`src/rtl/seg_scan_if.sv`:
```
// Load channel for seg_scan_ctrl: a requester offers a complete display image
// (eight hex nibbles, per-digit enables and decimal points) through a
// valid/ready handshake.
interface seg_scan_if;
    logic        ld_valid;
    logic        ld_ready;
    logic [31:0] ld_hex;
    logic [7:0]  ld_den;
    logic [7:0]  ld_dp;

    // Requester side: drives the image and valid, watches ready.
    modport master (
        output ld_valid,
        output ld_hex,
        output ld_den,
        output ld_dp,
        input  ld_ready
    );

    // Scan controller side: samples the image, reports whether it can take one.
    modport slave (
        input  ld_valid,
        input  ld_hex,
        input  ld_den,
        input  ld_dp,
        output ld_ready
    );
endinterface

```
`src/rtl/seg_scan_ctrl.sv`:
```
// Eight-digit multiplexed seven-segment scan controller.
//
// Each digit owns a fixed slot: a BLANK guard (all cathodes and anodes off,
// prevents ghosting while the anode switches) followed by SHOW. Eight slots
// make a frame. A new image is parked in a single pending buffer and only
// moved into the displayed registers on the frame wrap, so a frame never mixes
// two images. Disabled digits keep their slot so the frame rate is constant.
//
//   state    | meaning
//   ---------+---------------------------------------------------------
//   ST_BLANK | anodes and cathodes all off for BLANK_CYC cycles
//   ST_SHOW  | digit idx driven for SHOW_CYC cycles (anode gated by den)
//
// Before the first clock edge after reset the controller sits in ST_BLANK
// with the counter at zero; that first edge arms the scan and begins the
// idx 0 BLANK period.
module seg_scan_ctrl #(
    parameter int SHOW_CYC  = 100000,
    parameter int BLANK_CYC = 2000
) (
    input  logic        clk,
    input  logic        rst_n,
    seg_scan_if.slave   ld,
    output logic [7:0]  segments,
    output logic [7:0]  an,
    output logic        frame_start
);

    localparam int MAX_CYC = (SHOW_CYC > BLANK_CYC) ? SHOW_CYC : BLANK_CYC;
    localparam int CW      = (MAX_CYC > 1) ? $clog2(MAX_CYC) : 1;

    // The counter holds "cycles remaining minus one", so it reloads with N-1
    // and the state ends on the cycle where it reads zero.
    localparam logic [CW-1:0] SHOW_LAST  = CW'(SHOW_CYC - 1);
    localparam logic [CW-1:0] BLANK_LAST = CW'(BLANK_CYC - 1);

    typedef enum logic {
        ST_BLANK = 1'b0,
        ST_SHOW  = 1'b1
    } state_t;

    state_t         state_q;
    state_t         state_d;
    logic [CW-1:0]  cnt_q;
    logic [CW-1:0]  cnt_d;
    logic [2:0]     idx_q;
    logic [2:0]     idx_d;
    logic           run_q;

    // Displayed image; only ever rewritten on the frame wrap.
    logic [31:0]    hex_q;
    logic [7:0]     den_q;
    logic [7:0]     dp_q;

    // Single-entry pending image waiting for the next wrap.
    logic [31:0]    pend_hex;
    logic [7:0]     pend_den;
    logic [7:0]     pend_dp;
    logic           pend_full;

    logic           wrap;
    logic           take;
    logic [7:0]     seg_d;
    logic [7:0]     an_d;
    logic [3:0]     cur_nib;

    // Lit-segment pattern {g,f,e,d,c,b,a}, active-high; inverted at the pins.
    function automatic logic [6:0] seg_lit(input logic [3:0] v);
        logic [6:0] p;
        case (v)
            4'h0:    p = 7'b0111111;
            4'h1:    p = 7'b0000110;
            4'h2:    p = 7'b1011011;
            4'h3:    p = 7'b1001111;
            4'h4:    p = 7'b1100110;
            4'h5:    p = 7'b1101101;
            4'h6:    p = 7'b1111101;
            4'h7:    p = 7'b0000111;
            4'h8:    p = 7'b1111111;
            4'h9:    p = 7'b1101111;
            4'hA:    p = 7'b1110111;
            4'hB:    p = 7'b1111100;
            4'hC:    p = 7'b1011000;
            4'hD:    p = 7'b1011110;
            4'hE:    p = 7'b1111001;
            default: p = 7'b1110001;
        endcase
        return p;
    endfunction

    // A load is accepted whenever the pending buffer is empty; valid while
    // full is simply not acknowledged and the scan carries on regardless.
    assign ld.ld_ready = ~pend_full;
    assign take        = ld.ld_valid & ~pend_full;

    assign cur_nib = hex_q[{idx_q, 2'b00} +: 4];

    // Next-state, slot timing and the output values registered on each
    // state change; outputs hold their value for the whole of a state.
    always_comb begin
        state_d = state_q;
        cnt_d   = cnt_q;
        idx_d   = idx_q;
        wrap    = 1'b0;
        seg_d   = segments;
        an_d    = an;

        if (!run_q) begin
            // First edge out of reset: start timing the idx 0 BLANK.
            cnt_d = BLANK_LAST;
        end else if (cnt_q != '0) begin
            cnt_d = cnt_q - CW'(1);
        end else if (state_q == ST_BLANK) begin
            state_d = ST_SHOW;
            cnt_d   = SHOW_LAST;
            seg_d   = {~dp_q[idx_q], ~seg_lit(cur_nib)};
            an_d    = den_q[idx_q] ? ~(8'b1 << idx_q) : 8'hFF;
        end else begin
            state_d = ST_BLANK;
            cnt_d   = BLANK_LAST;
            idx_d   = idx_q + 3'd1;
            wrap    = (idx_q == 3'd7);
            seg_d   = 8'hFF;
            an_d    = 8'hFF;
        end
    end

    // Scan state, slot counter and registered display pins.
    always_ff @(posedge clk or negedge rst_n) begin
        if (!rst_n) begin
            state_q     <= ST_BLANK;
            cnt_q       <= '0;
            idx_q       <= '0;
            run_q       <= 1'b0;
            segments    <= 8'hFF;
            an          <= 8'hFF;
            frame_start <= 1'b0;
        end else begin
            state_q     <= state_d;
            cnt_q       <= cnt_d;
            idx_q       <= idx_d;
            run_q       <= 1'b1;
            segments    <= seg_d;
            an          <= an_d;
            frame_start <= wrap;
        end
    end

    // Pending buffer fill on handshake, and transfer to the displayed image on
    // the wrap. A load accepted on the wrap edge itself (buffer was empty)
    // stays pending and is shown from the following frame.
    always_ff @(posedge clk or negedge rst_n) begin
        if (!rst_n) begin
            hex_q     <= '0;
            den_q     <= '0;
            dp_q      <= '0;
            pend_hex  <= '0;
            pend_den  <= '0;
            pend_dp   <= '0;
            pend_full <= 1'b0;
        end else begin
            if (wrap && pend_full) begin
                hex_q <= pend_hex;
                den_q <= pend_den;
                dp_q  <= pend_dp;
            end
            if (take) begin
                pend_hex  <= ld.ld_hex;
                pend_den  <= ld.ld_den;
                pend_dp   <= ld.ld_dp;
                pend_full <= 1'b1;
            end else if (wrap) begin
                pend_full <= 1'b0;
            end
        end
    end

endmodule

```
`src/flat_wrapper.sv`:
```
// flat-port wrapper written by rule: the top's interface ports become plain ports
module seg_scan_ctrl_flat 
#(
    parameter int SHOW_CYC  = 100000,
    parameter int BLANK_CYC = 2000
)
  (clk, rst_n, segments, an, frame_start, ld_ld_valid, ld_ld_hex, ld_ld_den, ld_ld_dp, ld_ld_ready);
  seg_scan_if ld_i ();
  input  logic clk;
  input  logic rst_n;
  output logic [7:0] segments;
  output logic [7:0] an;
  output logic frame_start;
  input wire logic [$bits(ld_i.ld_valid)-1:0] ld_ld_valid;
  input wire logic [$bits(ld_i.ld_hex)-1:0] ld_ld_hex;
  input wire logic [$bits(ld_i.ld_den)-1:0] ld_ld_den;
  input wire logic [$bits(ld_i.ld_dp)-1:0] ld_ld_dp;
  output wire logic [$bits(ld_i.ld_ready)-1:0] ld_ld_ready;
  assign ld_i.ld_valid = ld_ld_valid;
  assign ld_i.ld_hex = ld_ld_hex;
  assign ld_i.ld_den = ld_ld_den;
  assign ld_i.ld_dp = ld_ld_dp;
  assign ld_ld_ready = ld_i.ld_ready;
  seg_scan_ctrl #(.SHOW_CYC(SHOW_CYC), .BLANK_CYC(BLANK_CYC)) u_core (.clk(clk), .rst_n(rst_n), .ld(ld_i), .segments(segments), .an(an), .frame_start(frame_start));
endmodule
```
`config.mk`:
```
export PLATFORM = sky130hd
export DESIGN_NAME = seg_scan_ctrl_flat
export DESIGN_NICKNAME = d
export VERILOG_FILES = /design/src/rtl/seg_scan_if.sv /design/src/rtl/seg_scan_ctrl.sv /design/src/flat_wrapper.sv
export SDC_FILE = /design/constraint.sdc
export NUM_CORES = 1
export LEC_CHECK = 0
export CAP_MARGIN = 40
export CORE_UTILIZATION = 56
export DETAILED_ROUTE_END_ITERATION = 10
export HOLD_SLACK_MARGIN = 0.06
export PLACE_DENSITY = 0.8
export RECOVER_POWER = 25
export SLEW_MARGIN = 0
export SYNTH_ARGS = -nofsm -noshare
export SYNTH_HDL_FRONTEND = slang
export SYNTH_SLANG_ARGS = --single-unit
```
`constraint.sdc`:
```
create_clock -name clk -period 3.15 [get_ports clk]
set_input_delay 0.7875 -clock clk [delete_from_list [all_inputs] [get_ports clk]]
set_output_delay 0.7875 -clock clk [all_outputs]
set_load 0.01 [all_outputs]
```
[Word level (Yosys, flattened, before mapping)]
Memory sizes are Yosys's and may differ from the RTL's.
Index checks and enable logic that the tools add are counted.
Word-level totals
  register bits after elaboration: 136
  bits in read-only memories: 112
  bits of input ports: 51
  output and inout bits: 18
  logic and storage cells: 51
  memories kept: 1
Operators by class
  $add $sub $neg: 2
  $lt $le $gt $ge: 1
  equal/unequal tests: 1
  shift-type cells: 2
  mux-type cells: 19
  bitwise operators: 6
  reduce and logical (&&, ||, !) cells: 5
Memory list
  (name not given): depth 16, bits a word 7, rd ports 1, clocked after Yosys merged registers in 0, write ports 0, line seg_scan_ctrl.sv:70  | case (v)
Operators with widths (count)
  17-bit 2-to-1 mux: 3
  32-bit by 6-bit variable part select with 4-bit output: 1
  8-bit 2-to-1 mux: 3
  7-bit 2-to-1 mux: 3
  17-bit nonzero test: 1
  17-bit by 1-bit subtractor with 17-bit output, second input constant: 1
  1-bit 2-to-1 mux: 8
  8-bit inverter: 1
  1-bit by 3-bit left shift with 8-bit output, first input constant: 1
  7-bit inverter: 1
  1-bit binary-select mux with 3-bit select: 2
  3-bit by 4-bit less-than comparator with 1-bit output, second input constant: 1
  3-bit by 1-bit adder with 3-bit output, second input constant: 1
  3-bit == test, second input constant: 1
  1-bit inverter: 3
  3-bit AND reduction: 1
  2-bit AND reduction: 1
  2-bit nonzero test: 1
  1-bit AND: 1
  1-bit logical AND: 1

[Longest topological paths before layout]
Gate-level depths: netlist of run 1.
An unclocked memory read counts as a cell.
  word-level depth: 7
  gate-level depth with buffers: 10
  mapped depth without buffers: 8

[Worst setup path before layout of run 1]
No wires, ideal clock.
  path kind: register to register
  start point: reg u_core.idx_q[0]
  end point: reg u_core.segments[0]
  data arrival time: 2.723 ns
  slack: 0.336 ns
  stages on the path, launching flop included: 10
  period minus slack after synthesis: 2.814 ns
  cells stage by stage: dfrtp_1 > clkbuf_1 > buf_2 > mux4_2 > mux2i_1 > inv_1 > ha_1 > and2_1 > a2111oi_0 > nor3_1
On the way
  word-level cells in the longest chain between the ends: 7
RTL lines
  start: declaration: line seg_scan_ctrl.sv:46  | logic [2:0] idx_q;
  start signal: assignment: line seg_scan_ctrl.sv:141  | idx_q <= idx_d;
  32-bit by 6-bit variable part select with 4-bit output: line seg_scan_ctrl.sv:96  | assign cur_nib = hex_q[{idx_q, 2'b00} +: 4];
  memory read 16 x 7 bit
  7-bit 2-to-1 mux: line seg_scan_ctrl.sv:113  | end else if (state_q == ST_BLANK) begin
  7-bit 2-to-1 mux: line seg_scan_ctrl.sv:111  | end else if (cnt_q != '0) begin
  7-bit 2-to-1 mux: line seg_scan_ctrl.sv:108  | if (!run_q) begin
  7-bit inverter: line seg_scan_ctrl.sv:116  | seg_d = {~dp_q[idx_q], ~seg_lit(cur_nib)};
  8-bit 2-to-1 mux: line seg_scan_ctrl.sv:113
  end signal: assignment: line seg_scan_ctrl.sv:143  | segments <= seg_d;
  end: declaration: line seg_scan_ctrl.sv:24  | output logic [7:0] segments,
Every way passes these cells. The select of a mux whose other input is x is not followed.
A chain may end at the register's enable or synchronous reset.

[Final worst setup path of run 1]
  start point: reg u_core.cnt_q[11]
  end point: reg u_core.den_q[5]
On the way
  word-level cells in the longest chain between the ends: 4
RTL lines
  start: declaration: line seg_scan_ctrl.sv:44  | logic [CW-1:0] cnt_q;
  start signal: assignment: line seg_scan_ctrl.sv:140  | cnt_q <= cnt_d;
  17-bit nonzero test: line seg_scan_ctrl.sv:111
  1-bit 2-to-1 mux: line seg_scan_ctrl.sv:111
  1-bit 2-to-1 mux: line seg_scan_ctrl.sv:108
  1-bit logical AND: line seg_scan_ctrl.sv:162  | if (wrap && pend_full) begin
  end signal: assignment: line seg_scan_ctrl.sv:164  | den_q <= pend_den;
  end: declaration: line seg_scan_ctrl.sv:52  | logic [7:0] den_q;
Every way passes these cells.

==> impl_metrics.tcl, run 1 <==
set metrics [dict create \
    power_density_mw_per_mm2 563 \
    ir_drop_v 0.000349 \
    critical_path_class "flip-flop to flip-flop" \
    final_core_util_pct 72.5 \
    crit_required_ns 3.56 \
    grt_overflow 0 \
    ant_nets 0 \
    post_dp_cell_area_mm2 0.00690 \
    syn2layout_area_growth_pct 25.1 \
    insertedDiodeCount 0 \
    core_mm2 0.0104 \
    layout_common_cells "120 x dfrtp_1, 89 x mux2_2, 67 x clkdlybuf4s50_1" \
    holdWs_ns 0.191 \
    row_count 37 \
    die_area_mm2 0.0111 \
    relSlewSlack_pct 15.1 \
    h-tree-depth 4 \
    tns_ns 0 \
    die_height_um 106 \
    timing.final.ws_setup_ns 0.438 \
    gp_congestion 0.831 \
    track_usage_pct 23.7 \
    clkTransAtPathRegs_ns 0.06 \
    crit_path_cell_trace "or4_4 -> nor4_4 -> nand4_2 -> or3_2 -> buf_4 -> mux2_4" \
    cts_hold_buf 0 \
    io_pins 69 \
    final-setup-viol-count 0 \
    synth_seq_area_share_pct 57.0 \
    p_leak_nw 3.38 \
    ys_ff_latch 136 \
    cts.sinks 136 \
    post-place-ws_ns 0.483 \
    grt_max_degree 57 \
    min_period_ns 2.71 \
    antenna_found_initial 0 \
    viasPerCell 5.64 \
    end_kind "flip-flop" \
    finalCritPeriodShare_pct 86.1 \
    synthDistinctLibCells 43 \
    clockBufferDepth 2 \
    drive_above_1_share_pct 33.8 \
    maxSlewViolCount 0 \
    drc 0 \
    hpwl_mm 7.96 \
    wl_mm 11.8 \
    rr_worst_depth 6 \
    numCtsBuffers 17 \
    finalInstanceArea_mm2 0.00751 \
    cp_slowest_cell "or4_4" \
    syn_area_mm2 0.00601 \
    hold_violations 0 \
    hold_path_class "input port to asynchronous set/reset pin" \
    tightest_slew_ns 1.27 \
    drt_iter0_drc 153 \
    die_w_um 106 \
    synth_ff_type "dfrtp_1" \
    avgSynthCellArea_um2 13.9 \
    r2r-end "u_core.den_q[5]" \
    synth_warnings 0 \
    maxCapViolCount 0 \
    port-buffer-count 68 \
    post_cts_buffers 0 \
    max_stage_delay_ns 0.58 \
    rsz0062_at_grt "no" \
    skew_ns 0.00739 \
    synth_nets 496 \
    start_util_pct 57.9 \
    final_common_cell "dfrtp_1" \
    nNetsFinal 578 \
    timing.rr.start "u_core.cnt_q[11]" \
    post_cts_resized 0 \
    max_freq_ghz 0.369 \
    syn_inst 431 \
    clock_latency_ns 0.53 \
    cts_root_buf "clkbuf_8" \
    async_flop_share_pct 100 \
    grt_pass1_vias 3985 \
    r2r_setup_slack_ns 0.44 \
    synth-edff-count 0 \
    dr_total_vias 3732 \
    routedWlPerCell_um 17.7 \
    cp-start-kind "flip-flop" \
    status "finished clean" \
    grt_pass1_wl_mm 20.0 \
    worstPathArrival_ns 3.12 \
    cts_tree "yes" \
    dr.pass1.iters 5 \
    path_max_fanout 28 \
]
## cells by family after synthesis
kind of cell | after synthesis | share of synthesized area (%)
compound gates | 33 | 3.75
xor+xnor | 14 | 2.04
fa+ha+maj | 14 | 2.92
buf+inv | 31 | 2.29
flops | 136 | 57.0
mux | 116 | 24.4
other cells | 1 | 0.0624
simple gates | 86 | 7.50
## layout make-up
cell class                 count  area (um^2)
clock buffer                  17          414
clock inverter                15          214
fill                         689         2860
inverter                      13         48.8
multi-input combinational    264         2450
sequential                   136         3420
tap                          136          170
timing repair buffer          81          790
## cells in the mapped netlist (all sizes together), types with 7 or more instances
cell	instances	area share, %
dfrtp	120	50
mux2	98	19
nor2	22	1.4
nand2	20	1.2
dfstp	16	7.0
ha	14	2.9
inv	13	0.81
mux4	12	4.5
buf	11	1.0
a21oi	8	0.67
nor3	8	0.67
xor2	8	1.2
clkbuf	7	0.44
nor4	7	0.98
o22a	7	1.0
## through the flow
stage / total power, mW / instances
finish: 4.23 / 662
global route: 4.38 / 662
CTS: 4.27 / 662
detailed placement: 2.18 / 630
global placement: 2.16 / 630
floorplan: 2.02 / 431
## power by group
group / internal (mW) / switching [mW] / total, mW
combinational: 0.143 / 0.0852 / 0.228
sequential: 1.85 / 0.0600 / 1.91
clock: 1.31 / 0.787 / 2.09
## per-layer routing
| metal | share of wire (%) | wire length (um) | track usage (%) | vias up |
|---|---|---|---|---|
| met2 | 52 | 6080 | 39.0 | 93 |
| met5 | 0 | 0 | 0 | - |
| met3 | 3.9 | 461 | 5.07 | 18 |
| met4 | 1.7 | 200 | 10.5 | 0 |
| li1 | - | - | - | 1715 |
| met1 | 43 | 5010 | 30.5 | 1906 |
## critical path: cells and delay by family, from the launching register on
| family | cells | cell delay (ns) |
|---|---|---|
| AND/OR/NAND/NOR | 4 | 1.57 |
| buffers and inverters | 1 | 0.27 |
| multiplexers | 1 | 0.34 |
| flip-flops | 1 | 0.42 |
## worst max path at each step
stage | startpoint | to | slack [ns]
6_report | u_core.cnt_q[11] | u_core.den_q[5] | 0.44
5_1_grt | u_core.cnt_q[11] | u_core.den_q[5] | 0.33
4_1_cts | u_core.cnt_q[10] | u_core.den_q[5] | 0.43
3_5_place_dp | u_core.cnt_q[11] | u_core.dp_q[2] | 0.48
3_3_place_gp | u_core.cnt_q[11] | u_core.den_q[5] | 0.53
2_1_floorplan | u_core.idx_q[0] | u_core.segments[0] | 0.34
## flip-flops by register name, summed over array words and instances, names as in the netlist
| register | flops |
|---|---|
| u_core.pend_hex | 32 |
| u_core.frame_start | 1 |
| u_core.idx_q | 3 |
| u_core.dp_q | 8 |
| u_core.an | 8 |
| u_core.cnt_q | 17 |
| u_core.run_q | 1 |
| u_core.segments | 8 |
| u_core.pend_full | 1 |
| u_core.pend_dp | 8 |
| u_core.hex_q | 32 |
| u_core.state_q | 1 |
| u_core.den_q | 8 |
| u_core.pend_den | 8 |
(Power assumes the default switching activity.)
==> inputs of run 2 (changes only) <==
--- a/config.mk
+++ b/config.mk
@@ -7,10 +7,12 @@
 export LEC_CHECK = 0
 export CAP_MARGIN = 40
 export CORE_UTILIZATION = 56
+export CTS_CLUSTER_DIAMETER = 50
 export DETAILED_ROUTE_END_ITERATION = 10
 export HOLD_SLACK_MARGIN = 0.06
 export PLACE_DENSITY = 0.8
 export RECOVER_POWER = 25
+export SETUP_SLACK_MARGIN = 0.05
 export SLEW_MARGIN = 0
 export SYNTH_ARGS = -nofsm -noshare
 export SYNTH_HDL_FRONTEND = slang
==> results of run 2 <==
Same layout as run 1: the final DEF is identical, and so are final timing and power.
==> variant, RTL diff (config.mk and constraints of run 1) <==
`BLANK_CYC` is set to 2000 in 2 places; all go to 500.
--- a/src/rtl/seg_scan_ctrl.sv
+++ b/src/rtl/seg_scan_ctrl.sv
@@ -16,7 +16,7 @@
 // idx 0 BLANK period.
 module seg_scan_ctrl #(
     parameter int SHOW_CYC  = 100000,
-    parameter int BLANK_CYC = 2000
+    parameter int BLANK_CYC = 500
 ) (
     input  logic        clk,
     input  logic        rst_n,
--- a/src/flat_wrapper.sv
+++ b/src/flat_wrapper.sv
@@ -2,7 +2,7 @@
 module seg_scan_ctrl_flat 
 #(
     parameter int SHOW_CYC  = 100000,
-    parameter int BLANK_CYC = 2000
+    parameter int BLANK_CYC = 500
 )
   (clk, rst_n, segments, an, frame_start, ld_ld_valid, ld_ld_hex, ld_ld_den, ld_ld_dp, ld_ld_ready);
   seg_scan_if ld_i ();
Formal check against the unedited RTL: no difference found for any inputs over 10 cycles, from zero or initial values and one cycle with rst_n low; that may be too few to reach the edited logic, so the function may still have changed.
==> variant against run 1 <==
Routed wire length decreased by 0.72%. Sequential cell count unchanged. Non-clock buffer count grew 3. Clock power decreased by 9.6%. Cell area fell by 0.87%. Setup slack improved by 11 ps. Largest power group is now registers. Power decreased by 5.1%. Count of clock-buffer cells in the layout up 2. Area after synthesis fell by 0.15%.
==> variant: results (changes against run 1) <==
stage	metric	value	unit	change
timing	holdWs	461	ps	was 191 ps
pwr	power_switching	0.000898	W	was 0.000932 W
setup_path	worst_path_max_delay_cell	or4b_2		was or4_4
placement	dp_cells	635		was 630
route	wl	11.7	mm	was 11.8 mm
synthesis	yosysSeqAreaShare	0.571		was 0.570
setup_path	arrival	3090	ps	was 3120 ps
worst_hold_path	hold_path_class	reg -> reg		was in -> async
synthesis	synth_common_cells	dfrtp_1, mux2_2, nor2_1		unchanged
synthesis	synth_area_leaders	dfrtp_1, mux2_2, dfstp_2, mux4_2, ha_1		unchanged
route	via_per_inst	5.60		was 5.64
clock_network	clk_pin_slew_worst_paths	60	ps	about the same
pwr	pwr-share-comb	0.056		was 0.054
setup_path	crit_end	u_core.hex_q[23]		was u_core.den_q[5]
global_routing	antenna_found_initial	0		unchanged
placement	dp_hpwl	8.06	mm	was 7.96 mm
final_layout	largestRegisters	u_core.hex_q (32), u_core.pend_hex (32), u_core.cnt_q (17)		unchanged
global_routing	grt_use_total	0.233		was 0.237
timing	max_freq	0.370	GHz	was 0.369 GHz
route	vias	3738		was 3732
placement	routabilityCongestion	0.824		was 0.831
global_routing	grt_pass1_vias	3961		was 3985
route	drt-initial-drc-count	177		was 153
setup_path	r2r.worst_path.cells	8		was 6
synthesis	yosysWarnings	0		unchanged
pwr	pwr-share-clk	0.471		was 0.494
setup_path	max_stage_delay	630	ps	was 580 ps
pwr	p_leak	3.35	nW	was 3.38 nW
timing	tightest_slew	1450	ps	was 1270 ps
clock_network	clk_latency	510	ps	was 530 ps
route	drtPass1Iterations	4		was 5
setup_path	crit_family	simple AND/OR/NAND/NOR gates		unchanged
final_layout	fin_nets	583		was 578
pwr	ir_drop	0.441	mV	was 0.349 mV
clock_network	clock_path_buffers	2		unchanged
global_routing	grt_start_max_net_pins	59		was 57
pwr	p_clk	0.00189	W	was 0.00209 W
status	status	finished, final reports clean		unchanged
synthesis	synth_cells	434		was 431
setup_path	timing.rr.start	u_core.cnt_q[0]		was u_core.cnt_q[11]
global_routing	grt_pass1_wl	19.8	mm	was 20.0 mm
final_layout	drive_gt1_frac	0.322		was 0.338
synthesis	syn-num-nets	499		was 496
timing	skew	12.7	ps	was 7.39 ps
synthesis	synthDistinctLibCells	44		was 43
setup_path	startpoint	u_core.cnt_q[0]		was u_core.cnt_q[11]
final_layout	fillers	707		was 689
setup_path	crit_path_max_fanout	49		was 28
-- variant: cell families after synthesis --
group / synth area share
fa+ha+maj: 0.0292
xor+xnor: 0.0234
flops: 0.571
other cells: 0.000625
mux: 0.242
simple gates: 0.0705
buf+inv: 0.0250
compound gates: 0.0380
-- variant: through the flow --
step                      area (sq um)  utilization
after detailed placement          6900        0.665
final                             7450        0.718
after global routing              7450        0.718
after global placement            6900        0.665
after floorplan                   6000            -
after CTS                         7470        0.720
-- variant: final cells by class --
type	count	area, sq um	share of cell area
inverter	13	48.8	0.00655
multi-input combinational	266	2430	0.326
clock inverter	13	148	0.0198
timing repair buffer	84	806	0.108
sequential	136	3420	0.460
clock buffer	19	422	0.0566
tap	136	170	0.0228
-- variant: routing by layer --
| metal | part of all wire | global-route usage |
|---|---|---|
| met1 | 0.44 | 0.304 |
| met3 | 0.037 | 0.0538 |
| met4 | 0.026 | 0.106 |
| met2 | 0.50 | 0.373 |
| met5 | 0 | 0 |
